$ cat src/rtl/led_pkg.sv
// led_pkg: mode encodings and width helpers shared by the LED pattern generator
package led_pkg;

  localparam int MODE_W = 3;

  localparam logic [MODE_W-1:0] MODE_OFF    = 3'd0;
  localparam logic [MODE_W-1:0] MODE_ON     = 3'd1;
  localparam logic [MODE_W-1:0] MODE_STROBE = 3'd2;
  localparam logic [MODE_W-1:0] MODE_PWM    = 3'd3;
  localparam logic [MODE_W-1:0] MODE_BLINK  = 3'd4;

  // Channel-index width; a single channel still needs a 1-bit index port
  function automatic int ch_w(input int n);
    return (n > 1) ? $clog2(n) : 1;
  endfunction

endpackage

$ cat src/rtl/led_pattern_gen_if.sv
// led_pattern_gen_if: config write bus from control logic to the LED generator
interface led_pattern_gen_if
  import led_pkg::*;
#(
  parameter int CH_W  = 1,
  parameter int CNT_W = 32
);

  logic              cfg_we;
  logic [CH_W-1:0]   cfg_ch;
  logic [MODE_W-1:0] cfg_mode;
  logic [CNT_W-1:0]  cfg_thr;

  modport master (output cfg_we, cfg_ch, cfg_mode, cfg_thr);
  modport slave  (input  cfg_we, cfg_ch, cfg_mode, cfg_thr);

endinterface

$ cat src/rtl/led_channel.sv
// led_channel: one LED channel holding its mode/threshold and registered drive
module led_channel
  import led_pkg::*;
#(
  parameter int CNT_W = 32
) (
  input  logic              clk,
  input  logic              rst,
  input  logic              we_i,
  input  logic              wrap_evt_i,
  input  logic [MODE_W-1:0] mode_i,
  input  logic [CNT_W-1:0]  thr_i,
  input  logic [CNT_W-1:0]  cnt_i,
  output logic              led_o
);

  logic [MODE_W-1:0] mode_q, mode_d;
  logic [CNT_W-1:0]  thr_q, thr_d;
  logic              blink_q, blink_d;
  logic              led_q, led_d;

  // Next state: a write overrides everything (including a same-cycle wrap toggle)
  always_comb begin
    mode_d  = we_i ? mode_i : mode_q;
    thr_d   = we_i ? thr_i : thr_q;
    blink_d = we_i ? 1'b0 : (wrap_evt_i && mode_q == MODE_BLINK) ? ~blink_q : blink_q;
    led_d   = (mode_q == MODE_ON)     ? 1'b1 :
              (mode_q == MODE_STROBE) ? (cnt_i == thr_i_eff(thr_q)) :
              (mode_q == MODE_PWM)    ? (cnt_i < thr_q) :
              (mode_q == MODE_BLINK)  ? blink_q : 1'b0;
  end

  // Channel registers; reserved modes fall through to OFF above
  always_ff @(posedge clk or negedge rst) begin
    if (!rst) begin
      mode_q  <= MODE_OFF;
      thr_q   <= '0;
      blink_q <= 1'b0;
      led_q   <= 1'b0;
    end else begin
      mode_q  <= mode_d;
      thr_q   <= thr_d;
      blink_q <= blink_d;
      led_q   <= led_d;
    end
  end

  function automatic logic [CNT_W-1:0] thr_i_eff(input logic [CNT_W-1:0] t);
    return t;
  endfunction

  assign led_o = led_q;

endmodule

$ cat src/rtl/led_pattern_gen.sv
// led_pattern_gen: shared prescaler/period counter driving NUM_CH mode-selectable LEDs
module led_pattern_gen
  import led_pkg::*;
#(
  parameter int NUM_CH   = 2,
  parameter int CNT_W    = 32,
  parameter int PERIOD   = 200,
  parameter int PRESCALE = 1
) (
  input  logic              clk,
  input  logic              rst,
  input  logic              enable,
  led_pattern_gen_if.slave  cfg,
  output logic [NUM_CH-1:0] led,
  output logic              wrap
);

  localparam int CH_W  = ch_w(NUM_CH);
  localparam int PRE_W = (PRESCALE > 1) ? $clog2(PRESCALE) : 1;

  logic [PRE_W-1:0] pre_cnt_q, pre_cnt_d;
  logic [CNT_W-1:0] cnt_q, cnt_d;
  logic             wrap_q, tick, wrap_evt;

  // Tick generation and counter next state; everything holds while disabled
  always_comb begin
    tick      = enable && pre_cnt_q == PRE_W'(PRESCALE - 1);
    wrap_evt  = tick && cnt_q == CNT_W'(PERIOD);
    pre_cnt_d = !enable ? pre_cnt_q : tick ? '0 : pre_cnt_q + 1'b1;
    cnt_d     = !tick ? cnt_q : wrap_evt ? '0 : cnt_q + 1'b1;
  end

  // Prescaler, period counter and the registered wrap pulse
  always_ff @(posedge clk or negedge rst) begin
    if (!rst) begin
      pre_cnt_q <= '0;
      cnt_q     <= '0;
      wrap_q    <= 1'b0;
    end else begin
      pre_cnt_q <= pre_cnt_d;
      cnt_q     <= cnt_d;
      wrap_q    <= wrap_evt;
    end
  end

  assign wrap = wrap_q;

  // Out-of-range channel indices match no channel, so such writes are dropped
  for (genvar c = 0; c < NUM_CH; c++) begin : g_ch
    led_channel #(.CNT_W(CNT_W)) u_ch (
      .clk        (clk),
      .rst        (rst),
      .we_i       (cfg.cfg_we && cfg.cfg_ch == CH_W'(c)),
      .wrap_evt_i (wrap_evt),
      .mode_i     (cfg.cfg_mode),
      .thr_i      (cfg.cfg_thr),
      .cnt_i      (cnt_q),
      .led_o      (led[c])
    );
  end

endmodule

$ cat src/flat_wrapper.sv
// flat-port wrapper written by rule: the top's interface ports become plain ports
module led_pattern_gen_flat import led_pkg::*;
#(
  parameter int NUM_CH   = 2,
  parameter int CNT_W    = 32,
  parameter int PERIOD   = 200,
  parameter int PRESCALE = 1
)
  (clk, rst, enable, led, wrap, cfg_cfg_we, cfg_cfg_ch, cfg_cfg_mode, cfg_cfg_thr);
  led_pattern_gen_if #(.CNT_W(CNT_W)) cfg_i ();
  input  logic clk;
  input  logic rst;
  input  logic enable;
  output logic [NUM_CH-1:0] led;
  output logic wrap;
  input wire logic [$bits(cfg_i.cfg_we)-1:0] cfg_cfg_we;
  input wire logic [$bits(cfg_i.cfg_ch)-1:0] cfg_cfg_ch;
  input wire logic [$bits(cfg_i.cfg_mode)-1:0] cfg_cfg_mode;
  input wire logic [$bits(cfg_i.cfg_thr)-1:0] cfg_cfg_thr;
  assign cfg_i.cfg_we = cfg_cfg_we;
  assign cfg_i.cfg_ch = cfg_cfg_ch;
  assign cfg_i.cfg_mode = cfg_cfg_mode;
  assign cfg_i.cfg_thr = cfg_cfg_thr;
  led_pattern_gen #(.NUM_CH(NUM_CH), .CNT_W(CNT_W), .PERIOD(PERIOD), .PRESCALE(PRESCALE)) u_core (.clk(clk), .rst(rst), .enable(enable), .cfg(cfg_i), .led(led), .wrap(wrap));
endmodule
$ cat config.mk
export PLATFORM = sky130hd
export DESIGN_NAME = led_pattern_gen_flat
export DESIGN_NICKNAME = d
export VERILOG_FILES = /design/src/rtl/led_pkg.sv /design/src/rtl/led_pattern_gen_if.sv /design/src/rtl/led_channel.sv /design/src/rtl/led_pattern_gen.sv /design/src/flat_wrapper.sv
export SDC_FILE = /design/constraint.sdc
export NUM_CORES = 1
export LEC_CHECK = 0
export ABC_AREA = 1
export CAP_MARGIN = 10
export CORE_MARGIN = 5
export CORE_UTILIZATION = 38
export CTS_CLUSTER_DIAMETER = 100
export DETAILED_ROUTE_END_ITERATION = 8
export HOLD_SLACK_MARGIN = 0.02
export SYNTH_ARGS = -nofsm -noshare
export SYNTH_HDL_FRONTEND = slang
export SYNTH_SLANG_ARGS = --single-unit
$ cat constraint.sdc
create_clock -name clk -period 1.81 [get_ports clk]
set_clock_uncertainty 0.1 [all_clocks]
set_input_delay 0.362 -clock clk [delete_from_list [all_inputs] [get_ports clk]]
set_output_delay 0.362 -clock clk [all_outputs]
set_load 0.02 [all_outputs]
==> run summary, run 1 <==
The flow ran to the end, and the final reports show no timing, DRC or antenna violations. The final sum of negative setup slack is 0 ps. The analysis attributes to net switching a power of 2352 uW. Signal routing reaches up to met4. The wire length per cell after detailed routing is about 13 um.

The last weighted congestion value of the routability-driven placer came out at roughly 0.9. The worst setup path is of the flip-flop to flip-flop kind. The initial antenna violation count came to 0. CTS placed an instance of sky130_fd_sc_hd__clkbuf_16 at the clock tree root. The final hold slack is approximately 380 ps. The biggest fanout along the worst timing path came out at 5.

The clock latency at the later pin of the worst-skew pair is between 300 and 400 ps. The initial core utilization is 38.56%. Setup repair after global routing could not meet its margin everywhere. The type of origin of the critical path is a flip-flop. The transition time at the pin with the least slew margin is ~460 ps. The final route contains 5814 vias. The area of the core came out at 17900 um^2. The share of post-route cells with drive strength above 1 came out at roughly 16%. Yosys mapped the design onto 34 distinct sky130hd cell types.

The total non-filler cell area in the finished layout came out at ~8600 um^2. The cell area after placement is 8013 um^2. Setup violations remaining at the end of the flow were counted as 0. The cell area after synthesis is roughly 6900 um^2.

In this run, synthesis inferred 0 flip-flops with an integrated enable. TritonCTS built the clock tree. The clock net in this run drives a total of 108 sinks. The data arrival time of the worst path came out at 1900 ps. Traced cell by cell, the critical path runs through ha_4, nand2_2, nor2_2, nand4_1, a21oi_1, nor2_2, nand2_2, nand3_2. The layout net count is 1130. From left edge to right edge, the die measures 144.8 um. The flip-flop and latch count after synthesis is around 110. The synthesized netlist net count came out at 1040.

The combinational cell fraction of total power came out at 28.8%. The number of global-route vias before repair is between 5000 and 6000. The type of the most critical hold path is flip-flop to flip-flop. The biggest cell delay along the critical path came out at between 400 and 500 ps. The post-layout minimum cycle time came out at approximately 1800 ps. The global routing usage summed across all routing layers came out at around 16%.

The number of synthesis warnings is 0. In the final routing, the length of wire on met1 measures just under 8000 um. The detail route stage leaves a number of antenna-violating nets equal to 0. Summed over all nets, wire length on met2 after detailed routing comes to roughly 7400 um. The internal cell power came out at around 4700 uW.

The number of CTS-inserted buffers came out at 9. The clock share of power came out at between 20% and 30%. The worst slew margin relative to its limit is a little under 70%. In this run the core area contains slightly below 50 standard-cell rows. The total of fill cells in the finished design is 1821. Entering global routing, the biggest net connects 72 pins.

The wire length on met3 is about 480 um. The sequential element share of the synthesized area is between 30 and 40%. The sequential share of power is about 43%. The final hold violation count came out at 0. Power spread over the standard cell area amounts to 818.2 nW/um^2. The fraction of the cycle the final worst path needs came out at 97.72%. By area the synthesized netlist is led by sky130_fd_sc_hd__dfrtp_1 39%, sky130_fd_sc_hd__nand2_1 14%, sky130_fd_sc_hd__ha_1 12%, sky130_fd_sc_hd__inv_1 9.2%, sky130_fd_sc_hd__o21ai_0 5.6%. The cell count after synthesis came out at approximately 930. The number of pins exceeding their max-slew limit in the final report came out at 0. The count of boundary I/O pins is 43.

The half-perimeter wire length after detailed placement came out at 12360 um. The vertical extent of the die is between 100 and 150 um. The leakage power total came out at approximately 0.0044 uW.

Once placement completed, the tool counted placed cells totaling ~1200. The clock transition at the registers of the reported paths came out at about 70 ps. VDD sags by at most approximately 0.43 mV. Timing would allow up to between 500 and 600 MHz. Before antenna repair, the detailed router went through 4 iterations. The filler-free cell count of the finished design is about 1300. The leading area contributor after synthesis is sky130_fd_sc_hd__dfrtp_1. The residual overflow from global routing came out at 0. The required time reported for the critical path endpoint is just under 2000 ps. Together, buffers and inverters on the worst path number 0. The mean post-synth cell area came out at ~7.4 um^2. The flip-flop and latch area is ~2700 um^2. The critical path's top delay family is simple AND/OR/NAND/NOR gates.

STA classifies the critical path endpoint as a flip-flop. The number of remaining DRC errors came out at 0. The full die area came out at approximately 21000 um^2. The number of maximum-capacitance constraint violations is 0.

The detailed-route vias per instance came out at 4.622. The depth of the CTS H-tree came out at 3. The antenna cell count is 0. The switching power share of the total is around a third. The number of buffers added on ports is between 40 and 50. On the critical path, the stage with the largest delay is an instance of sky130_fd_sc_hd__dfrtp_2. In the synthesized netlist the dominant register cell turns out to be sky130_fd_sc_hd__dfrtp_1. The first-iteration detailed-routing DRC count is approximately 250. The fraction of registers with async set or reset after synthesis came out at 100.0%.

The deepest clock path buffer count came out at 2. The multi-input combinational cells in the finished layout cover a total of 3689 um^2. The top cell type's share of synthesized area is 39.15%.

The area added between synthesis and finish came out at 24.09%. The total wirelength of the detailed-routed design is 15910 um. The wire length of the first global-routing pass is roughly 27000 um.
==> cells in the mapped netlist (5+ instances only) <==
library cell,n
sky130_fd_sc_hd__o21ai_1,13
sky130_fd_sc_hd__a21oi_1,25
sky130_fd_sc_hd__nand4_1,19
sky130_fd_sc_hd__o21bai_1,5
sky130_fd_sc_hd__xor2_1,9
sky130_fd_sc_hd__nand3_1,32
sky130_fd_sc_hd__nor2_1,79
sky130_fd_sc_hd__dfrtp_1,108
sky130_fd_sc_hd__o21ai_0,77
sky130_fd_sc_hd__inv_1,170
sky130_fd_sc_hd__nand2_1,255
sky130_fd_sc_hd__nand2_2,8
sky130_fd_sc_hd__inv_2,7
sky130_fd_sc_hd__nor3_1,10
sky130_fd_sc_hd__nor2_2,7
sky130_fd_sc_hd__clkbuf_1,16
sky130_fd_sc_hd__ha_1,66
==> power groups by stage <==
| stage | logic [uW] | clock network (uW) | registers, uW |
|---|---|---|---|
| floorplan | 1250 | 0 | 2990 |
| global placement | 1860 | 0 | 3060 |
| detailed placement | 1900 | 0 | 3070 |
| CTS | 1920 | 2030 | 3030 |
| global route | 2350 | 2130 | 3080 |
| finish | 2020 | 1950 | 3040 |
==> cells by family after synthesis <==
group,Yosys count,share of synthesized area (%)
AND/OR/NAND/NOR,426,26.97
AO/OA/AOI/OAI,125,9.498
buffers and inverters,197,10.89
adder cells (fa/ha/maj),66,11.96
XOR/XNOR,12,1.523
flip-flops,108,39.15
==> routing by layer <==
metal	vias to the layer above	track usage, %
met4	0	5.007
met1	2636	22.20
met5	-	0
met2	69	25.92
met3	13	1.972
li1	3096	-
==> sequential cells by signal, indices dropped and copies added, names as in the netlist <==
| register | count |
|---|---|
| u_core.cnt_q | 32 |
| u_core.g_ch.u_ch.blink_q | 2 |
| u_core.g_ch.u_ch.led_o | 2 |
| u_core.g_ch.u_ch.mode_q | 6 |
| u_core.g_ch.u_ch.thr_q | 64 |
| u_core.pre_cnt_q | 1 |
| u_core.wrap | 1 |
==> what timing repair did <==
item | CTS | global route
setup buffers | 0 | 1
gates resized for setup | 3 | 62
pin swaps | 1 | 27
endpoints found under the hold margin | 27 | 0
hold buffers | 1 | 0
endpoints found under the setup margin | 2 | 21
==> final timing paths <==
path	from	endpoint	slack, ps	cells after the start
max	u_core.cnt_q[29]	u_core.g_ch[1].u_ch.led_o	40	8
min	u_core.pre_cnt_q	u_core.pre_cnt_q	380	2
max reg2reg	u_core.cnt_q[29]	u_core.g_ch[1].u_ch.led_o	40	8
min reg2reg	u_core.pre_cnt_q	u_core.pre_cnt_q	380	2
max in group asynchronous	rst	u_core.cnt_q[21]	600	3
min in group asynchronous	rst	u_core.g_ch[1].u_ch.thr_q[3]	400	2
==> per-stage QoR <==
step,util (%),power [uW],worst slack [ps]
after floorplan,-,4244,244.8
after global placement,44.76,4920,-104.5
after detailed placement,44.76,4966,-122.5
after CTS,46.46,6975,-5.109
after global routing,47.85,7562,-42.35
final,47.85,7008,41.36
==> placed cells by master (no fill, tap or decap), types with 8 or more instances in the layout <==
cell type | netlist | final
sky130_fd_sc_hd__clkbuf_16 | 0 | 9
sky130_fd_sc_hd__nor2_2 | 7 | 22
sky130_fd_sc_hd__nand3_1 | 32 | 28
sky130_fd_sc_hd__dfrtp_1 | 108 | 102
sky130_fd_sc_hd__nor2_1 | 79 | 57
sky130_fd_sc_hd__nand2_1 | 255 | 241
sky130_fd_sc_hd__o21ai_0 | 77 | 77
sky130_fd_sc_hd__nor2_4 | 2 | 9
sky130_fd_sc_hd__nand4_1 | 19 | 19
sky130_fd_sc_hd__inv_2 | 7 | 8
sky130_fd_sc_hd__a21oi_1 | 25 | 23
sky130_fd_sc_hd__buf_4 | 3 | 50
sky130_fd_sc_hd__xor2_1 | 9 | 9
sky130_fd_sc_hd__nor3_1 | 10 | 9
sky130_fd_sc_hd__clkdlybuf4s50_1 | 0 | 41
sky130_fd_sc_hd__o21ai_1 | 13 | 13
sky130_fd_sc_hd__nand2_2 | 8 | 21
sky130_fd_sc_hd__ha_1 | 66 | 60
sky130_fd_sc_hd__inv_1 | 170 | 169
==> worst min-delay path: stages, from the launching register on <==
cell	delay, ps
sky130_fd_sc_hd__dfrtp_1	330
sky130_fd_sc_hd__inv_1	40
sky130_fd_sc_hd__nor2_1	70
==> layout make-up <==
type	count	area share, %
clock buffers	13	3.155
well taps	229	3.345
flip-flops and latches	108	31.64
repair buffers	99	10.82
inverters	177	7.756
multi-input cells	629	43.06
clock inverters	3	0.2191
Note: power is estimated with default switching activity, not from simulation.
==> run 2, diff against run 1 <==
- CORE_ASPECT_RATIO: not set -> 0.5
==> run 2 against run 1 <==
Compared with the run above: clock power grew 5%; first-iteration DRC count shrank 0.40%; final cell count is the same; worst setup slack gained 3.4 ps; die area grew 0.78%; global-route usage grew 0.27 points; register-to-register slack is essentially flat; clock-buffer cell count shrank 4; core utilization grew 0.66 points; largest cell class unchanged; largest power group unchanged.
==> run summary, run 2 (synthesis results as in run 1) <==
The detailed-route vias per instance came out at between 4 and 5. The total wirelength of the detailed-routed design came out at about 17000 um. The cell area after placement is 7969 um^2. Input and output buffers added on the ports amount to 42. The pin count of the biggest net entering global routing came out at 72.

The number of rows in the core area is 34. The number of maximum-capacitance constraint violations came out at 0. Before antenna repair, the detailed router went through 5 iterations. Clock latency on the worst-skew pair, taken at its later pin, is roughly 350 ps. The final sum of negative setup slack came out at 0 ps.

The worst pin sits at a relative slew slack of 76.31%. The total non-filler cell area in the finished layout is about 8500 um^2. In this run the clock root is driven by a sky130_fd_sc_hd__clkbuf_16. The worst setup path is of the flip-flop to flip-flop kind. TritonCTS built the clock tree. The worst vdd rail ir drop is 0.4428 mV. The completed layout was analyzed and its total power is between 7000 and 8000 uW.

The area of combinational cells with multiple inputs is 3687 um^2. Before CTS, the worst setup slack after placement is -152.4 ps. The flop-to-flop setup slack came out at 40 ps.

Net switching is 34.13% of the power. The layout net count came out at ~1100. The depth of the CTS H-tree is 3. The net switching power came out at ~2400 uW. The transition time at the pin with the least slew margin is approximately 360 ps.

Measured on the finished design, the core utilization comes to between 40% and 50%. Setup repair after global routing could not meet its margin everywhere. The required time reported for the critical path endpoint came out at 1950 ps. The wire length per cell after detailed routing is 13.35 um.

The post-layout minimum cycle time came out at between 1500 and 2000 ps. The clock share of power is between 20% and 30%. For this configuration, the core starts out at a cell density of 39.19%. The final hold violation count is 0.

The most flop-heavy register is u_core.g_ch.u_ch.thr_q. The count of nets left with antenna violations once routing finished came out at 0. Leaving out fill and tap cells, the most frequent cell in the layout is sky130_fd_sc_hd__nand2_1. The clock transition at the registers of the reported paths is ~80 ps.

The register with the most flip-flops in the layout has 64 of them. The final worst slack is 44.72 ps. The number of global-route vias before repair came out at just under 6000. The share of post-route cells with drive strength above 1 came out at 15.53%. The detailed-route via count came out at ~6000. The area of the core came out at ~18000 um^2. The total of fill cells in the finished design is ~1800. The worst register-to-register path begins at u_core.cnt_q[11]. STA classifies the critical path startpoint as a flip-flop.

The largest registers in the layout are u_core.g_ch.u_ch.thr_q: 64 flops, u_core.cnt_q: 32 flops, u_core.g_ch.u_ch.mode_q: 6 flops. The last weighted congestion value of the routability-driven placer is ~0.9. The count of boundary I/O pins is 43. The path class of the tightest hold or removal check is input port to async pin. Cell internal power was estimated by the tool at 4664 uW. The number of setup violations in the final report came out at 0. The area added between synthesis and finish is 23.76%. The fraction of the cycle the final worst path needs is between 90% and 100%. The run finished with clean final reports. The reg-to-reg endpoint is u_core.cnt_q[30]. The combinational cell fraction of total power came out at between 20% and 30%. The leakage power total is around 0.0043 uW. The longest clock path from root to sink contains 2 buffers. The number of CTS-inserted buffers came out at 9.

The worst setup path is captured at a flip-flop. The floorplan step defined a die boundary enclosing around 21000 um^2. Power spread over the standard cell area amounts to 828.8 nW/um^2. The wire length of the first global-routing pass is between 20000 and 30000 um. Leaving out fill and tap cells, the most frequent cells in the layout are 247 x sky130_fd_sc_hd__nand2_1, 169 x sky130_fd_sc_hd__inv_1, 92 x sky130_fd_sc_hd__dfrtp_1. The die is ~200 um wide. The sequential share of power is between 40% and 50%. Based on the critical path, the design can be clocked at up to ~570 MHz. The initial antenna violation count came out at 0. The flip-flop and latch area came out at between 2000 and 3000 um^2. The first-iteration detailed-routing DRC count is 250. The biggest fanout along the worst timing path came out at 6.

The residual overflow from global routing is 0. The number of cell instances on the worst register-to-register path came out at 10. At the worst endpoint, the arrival time is between 1500 and 2000 ps. Summed over all nets, the half-perimeter wirelength after detailed placement is ~13000 um. The number of sinks on the clock net came out at 108.

The number of remaining DRC errors is 0. The number of pins exceeding their max-slew limit in the final report came to 0. The vertical extent of the die came out at between 100 and 150 um. The antenna cell count is 0. The global routing usage summed across all routing layers is around 16%.
run 2: per-stage QoR:
| stage | hold WS [ps] | cells |
|---|---|---|
| after floorplan | -33.59 | 934 |
| after global placement | 201.5 | 1240 |
| after detailed placement | 205.9 | 1240 |
| after CTS | 355.9 | 1257 |
| after global routing | 400.3 | 1258 |
| final | 353.2 | 1258 |
run 2: area by class of cell:
cell class,count,area share (%)
multi-input combinational,629,43.16
sequential,108,31.87
timing repair buffer,94,10.25
inverter,177,7.777
tap,234,3.427
clock buffer,9,2.636
clock inverter,7,0.8787
run 2: repair_timing:
| item | CTS | global route |
|---|---|---|
| hold buffers | 1 | 0 |
| buffers inserted | 0 | 1 |
| gates resized for setup | 3 | 58 |
| hold endpoints to repair | 19 | 0 |
| pin swaps | 0 | 15 |
| setup endpoints to repair | 2 | 21 |
run 2: worst max-delay path by stage:
stage | start | endpoint | slack [ps] | depth (start not counted)
floorplan | u_core.cnt_q[15] | u_core.g_ch[1].u_ch.led_o | 240 | 10
global placement | enable | u_core.cnt_q[1] | -110 | 8
detailed placement | enable | u_core.cnt_q[1] | -150 | 8
CTS | u_core.cnt_q[13] | u_core.g_ch[0].u_ch.led_o | 10 | 10
global route | u_core.cnt_q[11] | u_core.cnt_q[30] | -50 | 10
finish | u_core.cnt_q[11] | u_core.cnt_q[30] | 40 | 10
run 2: critical path: stages (launching register included):
cell                      delay, ps
sky130_fd_sc_hd__dfrtp_2        440
sky130_fd_sc_hd__buf_4          180
sky130_fd_sc_hd__nand4_1        240
sky130_fd_sc_hd__inv_1          150
sky130_fd_sc_hd__nand2_1         80
sky130_fd_sc_hd__nor2_1         150
sky130_fd_sc_hd__nand2_1         80
sky130_fd_sc_hd__nand2_1         70
sky130_fd_sc_hd__nand2_1         60
sky130_fd_sc_hd__nand2_1         50
sky130_fd_sc_hd__o21ai_1         60
run 2: power groups by stage:
stage	Sequential, uW	Clock [uW]	Combinational (uW)
2_1_floorplan	2990	0	1250
3_3_place_gp	3070	0	1830
3_5_place_dp	3080	0	1890
4_1_cts	3040	2090	1910
5_1_grt	3110	2170	2320
6_report	3060	2040	1980
run 2: per-layer routing:
metal	vias up	wire, um	share of wire [%]	GRT usage, %
li1	3093	-	-	-
met1	2805	8579	51	24.19
met2	89	7473	45	25.21
met3	11	606	3.6	2.670
met4	0	131	0.78	2.797
met5	-	0	0	0
==> run 3, diff against run 2 <==
- CAP_MARGIN: 10 -> 20
==> results of run 3 <==
The final DEF is identical to that of run 2; final timing and power are the same.
